===== src/rtl/vga_sync_gen.sv =====
// vga_sync_gen: free-running VGA timing generator with sync, counters and active-video flags.
// Define VGA_SYNC_GEN_FRAME_COUNT_EN to add the 8-bit o_frame_count output.
module vga_sync_gen #(
    parameter int   TOTAL_COLS  = 800,
    parameter int   TOTAL_ROWS  = 525,
    parameter int   ACTIVE_COLS = 640,
    parameter int   ACTIVE_ROWS = 480,
    parameter int   H_FP        = 16,
    parameter int   H_SYNC      = 96,
    parameter int   V_FP        = 10,
    parameter int   V_SYNC      = 2,
    parameter logic SYNC_POL    = 1'b0
) (
    input  logic       i_clk,
    input  logic       i_rst,
    input  logic       i_en,
    output logic       o_hsync,
    output logic       o_vsync,
    output logic [9:0] o_col_count,
    output logic [9:0] o_row_count,
    output logic       o_active,
    output logic       o_frame_start
`ifdef VGA_SYNC_GEN_FRAME_COUNT_EN
    ,
    output logic [7:0] o_frame_count
`endif
);
    localparam logic [9:0] COL_LAST = 10'(TOTAL_COLS - 1);
    localparam logic [9:0] ROW_LAST = 10'(TOTAL_ROWS - 1);
    localparam logic [9:0] ACT_COLS = 10'(ACTIVE_COLS);
    localparam logic [9:0] ACT_ROWS = 10'(ACTIVE_ROWS);
    localparam logic [9:0] HS_FIRST = 10'(ACTIVE_COLS + H_FP);
    localparam logic [9:0] HS_LAST  = 10'(ACTIVE_COLS + H_FP + H_SYNC - 1);
    localparam logic [9:0] VS_FIRST = 10'(ACTIVE_ROWS + V_FP);
    localparam logic [9:0] VS_LAST  = 10'(ACTIVE_ROWS + V_FP + V_SYNC - 1);

    logic [9:0] col_q, col_d, row_q, row_d;
    logic       hsync_q, hsync_d, vsync_q, vsync_d;
    logic       active_q, active_d, frame_start_q, frame_start_d;

    // Flags are derived from the next counter value so they line up with the counters they accompany.
    always_comb begin
        col_d         = (col_q == COL_LAST) ? '0 : col_q + 10'd1;
        row_d         = (col_q != COL_LAST) ? row_q : (row_q == ROW_LAST) ? '0 : row_q + 10'd1;
        hsync_d       = (col_d >= HS_FIRST && col_d <= HS_LAST) ? SYNC_POL : ~SYNC_POL;
        vsync_d       = (row_d >= VS_FIRST && row_d <= VS_LAST) ? SYNC_POL : ~SYNC_POL;
        active_d      = (col_d < ACT_COLS) && (row_d < ACT_ROWS);
        frame_start_d = (col_d == '0) && (row_d == '0);
    end

    always_ff @(posedge i_clk or posedge i_rst) begin
        if (i_rst) begin
            col_q         <= COL_LAST;
            row_q         <= ROW_LAST;
            hsync_q       <= ~SYNC_POL;
            vsync_q       <= ~SYNC_POL;
            active_q      <= 1'b0;
            frame_start_q <= 1'b0;
        end else if (i_en) begin
            col_q         <= col_d;
            row_q         <= row_d;
            hsync_q       <= hsync_d;
            vsync_q       <= vsync_d;
            active_q      <= active_d;
            frame_start_q <= frame_start_d;
        end else begin
            frame_start_q <= 1'b0;
        end
    end

`ifdef VGA_SYNC_GEN_FRAME_COUNT_EN
    logic [7:0] frame_count_q;
    always_ff @(posedge i_clk or posedge i_rst) begin
        if (i_rst)
            frame_count_q <= '0;
        else if (i_en)
            frame_count_q <= frame_count_q + 8'(frame_start_d);
    end
    assign o_frame_count = frame_count_q;
`endif

    assign o_col_count   = col_q;
    assign o_row_count   = row_q;
    assign o_hsync       = hsync_q;
    assign o_vsync       = vsync_q;
    assign o_active      = active_q;
    assign o_frame_start = frame_start_q;

    initial begin
        if (ACTIVE_COLS + H_FP + H_SYNC > TOTAL_COLS)
            $error("vga_sync_gen: horizontal timing exceeds TOTAL_COLS");
        if (ACTIVE_ROWS + V_FP + V_SYNC > TOTAL_ROWS)
            $error("vga_sync_gen: vertical timing exceeds TOTAL_ROWS");
    end
endmodule


===== config.mk =====
export PLATFORM = sky130hd
export DESIGN_NAME = vga_sync_gen
export DESIGN_NICKNAME = d
export VERILOG_FILES = /design/src/rtl/vga_sync_gen.sv
export SDC_FILE = /design/constraint.sdc
export NUM_CORES = 1
export LEC_CHECK = 0
export BUFFER_PORTS_ARGS = -buffer_cell sky130_fd_sc_hd__clkbuf_2
export CAP_MARGIN = 20
export CORE_UTILIZATION = 60
export DETAILED_ROUTE_END_ITERATION = 6
export PLACE_DENSITY = 0.84
export SYNTH_ARGS = -nofsm -noshare
export SYNTH_HDL_FRONTEND = slang
export SYNTH_SLANG_ARGS = --single-unit

===== constraint.sdc =====
create_clock -name i_clk -period 7.7 [get_ports i_clk]
set_clock_uncertainty 0.2 [all_clocks]
set_input_delay 0 -clock i_clk [delete_from_list [all_inputs] [get_ports i_clk]]
set_output_delay 0 -clock i_clk [all_outputs]
set_load 0.05 [all_outputs]

# Yosys cells after proc, flatten, opt, wreduce, memory -nomap -nowiden

Index checks and enable logic that the tools add are counted.

Output and inout port bits: 24
Register bits after elaboration: 24
Bits of input ports: 3
Word-level logic and storage cells: 29

Magnitude comparators: 6
$add $sub $neg: 2
Eq/ne operators: 3
Reductions and logical operators: 6
Multiplexer cells: 6

Operators by type and width:

| operator                | count |
|---|---|
| $mux W10                | 3 |
| $add A10 B1 Y10 const B | 2 |
| $eq A10 B10 Y1 const B  | 2 |
| $logic_not A10 Y1       | 2 |
| $ge A10 B10 Y1 const B  | 1 |
| $ge A10 B9 Y1 const B   | 1 |
| $le A10 B10 Y1 const B  | 1 |
| $le A10 B9 Y1 const B   | 1 |
| $lt A10 B10 Y1 const B  | 1 |
| $lt A10 B9 Y1 const B   | 1 |
| $ne A10 B10 Y1 const B  | 1 |
| $logic_and A1 B1 Y1     | 4 |
| $mux W1                 | 3 |

# Depth between registers and ports, before layout

Depth after elaboration: 6
Gate-level depth with buffers: 8

# Least setup slack after synthesis

OpenSTA, ideal clock, no wires.

Kind: register -> register
From: register col_q[0] (netlist: o_col_count[0])
To: register vsync_q (netlist: o_vsync)
Buffers on the path: 1
Arrival time: 2.674 ns
Path slack: 4.743 ns
Cell stages (with the launch flop): 9
Setup time: 0.083 ns
Required time: 7.417 ns
Path through: dfstp_2 ha_1 nand4_1 or4_4 buf_6 nor3_4 nand3b_1 a211o_1 o32a_1

Cells in the longest elaborated chain, start to end: 5
Elaborated cells between the ends (all ways): 6
Classes of those cells: order compare: 2; eq/ne: 1; mux: 2; reduce/logical: 1

RTL lines:

| what                                                  | line | source |
|---|---|---|
| start: declaration                                    | 37   | `logic [9:0] col_q, col_d, row_q, row_d;` |
| start signal: assignment                              | 60   | `col_q <= col_d;` |
| $ne A10 B10 Y1 *                                      | 44   | `row_d = (col_q != COL_LAST) ? row_q : (row_q == ROW_LAST) ? '0 : row_q + 10'd1;` |
| $mux W10 *                                            | 44   |  |
| $ge A10 B9 Y1 / $le A10 B9 Y1 (equally long branches) | 46   | `vsync_d = (row_d >= VS_FIRST && row_d <= VS_LAST) ? SYNC_POL : ~SYNC_POL;` |
| $logic_and A1 B1 Y1 *                                 | 46   |  |
| $mux W1 *                                             | 46   |  |
| end signal: assignment                                | 56   | `vsync_q <= ~SYNC_POL;` |
| end signal: assignment                                | 63   | `vsync_q <= vsync_d;` |
| end: declaration                                      | 38   | `logic hsync_q, hsync_d, vsync_q, vsync_d;` |

Every way passes the cells marked *; elsewhere a longest branch is shown, timed or not.
A chain may end at the register's enable or synchronous reset.

# Final worst setup path

From: register col_q[0] (netlist: o_col_count[0])
To: register row_q[8] (netlist: o_row_count[8])

Cells in the longest elaborated chain, start to end: 2

RTL lines:

| what                   | line | source |
|---|---|---|
| $ne A10 B10 Y1         | 44   |  |
| $mux W10               | 44   |  |
| end signal: assignment | 61   | `row_q <= row_d;` |
| end: declaration       | 37   |  |

No other way between the ends.

==> results.toml <==
[status]
outcome = "completed"

[die]
rows = 19
dieWidth_um = 55.49
start_util = 0.6279
dieHeight_um = 55.49
coreArea_sq_um = 2734
dieArea_sq_um = 3079
ios = 27

[timing]
fin_tns_setup_ps = 0
period_minus_slack_ps = 3104
fmax_mhz = 322.1
worstMarginPinSlew_ps = 888.2
slew_headroom = 0.4072
hold_ws_ps = 182.5
rsz0062_at_grt = "no"
hold_violations = 0
setup_viol = 0
fin_crit_sh = 0.4032
slew_viol_final = 0

[synth]
synth_area_sq_um = 1717
synthCells = 189
seq_area_frac_synth = 0.3586
ys_top_cells_by_count = "18 x nand2_1, 15 x xnor2_1, 14 x nor2_1, 12 x dfrtp_1, 12 x dfstp_2"
ys_warn_count = 0
ys_seq_elements = 24
yosysTopAreaCell = "dfstp_2"
synthFlopType = "dfstp_2"
yosysMostFrequentCell = "nand2_1"
ys_types = 48
netlist.area_leader.share = 0.1837
syn_nets = 197
syn_area_per_cell_sq_um = 9.083
synth_edf_count = 0
async_flop_share = 1.000
netlist_top_cells_area = "dfstp_2 18%, dfrtp_1 17%, xnor2_1 7.7%"

[clock_tree]
clk_latency_ps = 320
h-tree-depth = 1
post_cts_buffers = 0
cts_sinks = 24
cts-resized-gates = 0
numCtsBuffers = 3
cts_tree = "done"
cts_hold_buf = 2
clk_pin_slew_ps = 130
clockRootBuffer = "clkbuf_4"
clockBufferDepth = 2

[global_routing]
grtUsageTotal = 0.2566
grt_overflow = 0
grt_antenna_before_repair = 0
grt_pass1_wl_um = 6285
grt_max_degree = 25
grt_pass1_vias = 1345

[routing]
via_count = 1479
finalWirelength_um = 3673
post-route-drc-count = 0
drtIter0Drc = 65
firstDrtPassIters = 5
wire_per_inst_um = 15.50
ant_nets = 0
via_per_inst = 6.241

[final_layout]
final_util = 0.6792
diodes = 0
stdcell_area_sq_um = 1857
area_delta_synth_final_pct = 8.163
layout-drive-gt1-share = 0.2524
nNetsFinal = 215

[worst_setup_path]
crit_arrival_ps = 3140
crit_path_start_kind = "flip-flop"
critPathKind = "reg -> reg"
setup.worst_path.end_class = "flip-flop"
cp_max_fo = 9
cp.required_ps = 7740
reg2reg_from = "o_col_count[0]$_DFFE_PP1P_"
cp-startpoint = "o_col_count[0]$_DFFE_PP1P_"

[placement]
dpl_cell_area_sq_um = 1800
gp_congestion = 0.9175
dp_hpwl_um = 2619
io_buffers = 26

[pwr]
p_per_area_nw_per_um2 = 248.3
leakagePower_nw = 0.8168
irDropWorstVdd_v = 0.0002433

[hold_path]
hold_class = "in -> async"

[job]
cap_violations = 0
## worst max-delay path, cell delays in order, from the launching register on
cell	delay (ps)
dfstp_2	620
ha_1	250
nand4_1	210
nor4_2	630
nand2_1	350
nor3_1	350
and3_1	230
xor2_1	190
## routing by layer
metal  vias up  track usage  share of wire
li1        722            -              -
met1       682       0.3618           0.46
met2        69       0.3873           0.47
met3         6      0.03279          0.059
met4         0       0.1321          0.012
met5         -            0              0
## layout make-up
type	instances	area, sq um
clock buffers	4	36.28
fillers	224	877.1
inverters	6	22.52
multi-input cells	144	993.5
flip-flops and latches	24	615.6
well taps	31	38.79
repair buffers	28	150.1
## logic make-up (layout without fill, tap and decap cells)
logic type                 after synthesis  count (layout)  share of synthesized area
AOI/OAI and AO/OA                       43              43                     0.1778
xor gates and xnor gates                20              20                     0.1020
adders and majority gates                5               5                    0.03644
buffers and inverters                   21              38                    0.06268
DFF                                     24              24                     0.3586
muxes                                    2               2                    0.01312
and+or+nand+nor                         74              74                     0.2493
## state kept, by name, indices dropped and copies added, names as in the netlist
register / cells
o_col_count: 10
o_active: 1
o_vsync: 1
o_row_count: 10
o_hsync: 1
o_frame_start: 1
## path summary, 6_finish.rpt
kind                                               to  slack, ps  cells after the start
setup / recovery           o_row_count[8]$_DFFE_PP0P_       4600                      7
hold / removal             o_col_count[5]$_DFFE_PP0P_        180                      3
setup reg to reg           o_row_count[8]$_DFFE_PP0P_       4600                      7
hold reg to reg                   o_hsync$_DFFE_PP1P_        340                      1
max in group asynchronous  o_row_count[0]$_DFFE_PP0P_       6570                      3
min in group i_clk                o_hsync$_DFFE_PP1P_        340                      1
## cell usage in the layout, fill, tap and decap left out, types with 3 or more instances in the layout
| cell | n |
|---|---|
| nor2_1 | 14 |
| dfrtp_1 | 12 |
| and3_1 | 4 |
| and4_1 | 3 |
| a211o_1 | 3 |
| dfstp_2 | 12 |
| a31oi_1 | 3 |
| nand2_1 | 18 |
| clkbuf_2 | 26 |
| clkbuf_4 | 3 |
| xnor2_1 | 15 |
| inv_1 | 6 |
| o21ai_1 | 6 |
| o21ai_0 | 7 |
| o211ai_1 | 3 |
| ha_1 | 5 |
| xor2_1 | 5 |
| o31ai_1 | 3 |
| nor3_1 | 10 |
| nand4_1 | 5 |
| a21oi_1 | 3 |
| nand3_1 | 8 |
## power by group
| part | switching (mW) | internal, mW | total [mW] |
|---|---|---|---|
| clock | 0.0386 | 0.0289 | 0.0675 |
| combinational | 0.129 | 0.0601 | 0.189 |
| sequential | 0.0461 | 0.158 | 0.204 |
## per-stage QoR
stage | instances | power [mW] | setup slack [ps]
finish | 237 | 0.4611 | 4596
global route | 237 | 0.4840 | 4380
CTS | 237 | 0.4625 | 4602
detailed placement | 231 | 0.3941 | 4735
global placement | 231 | 0.3880 | 4833
floorplan | 189 | 0.3536 | 4743
Note: power is estimated with default switching activity, not from simulation.
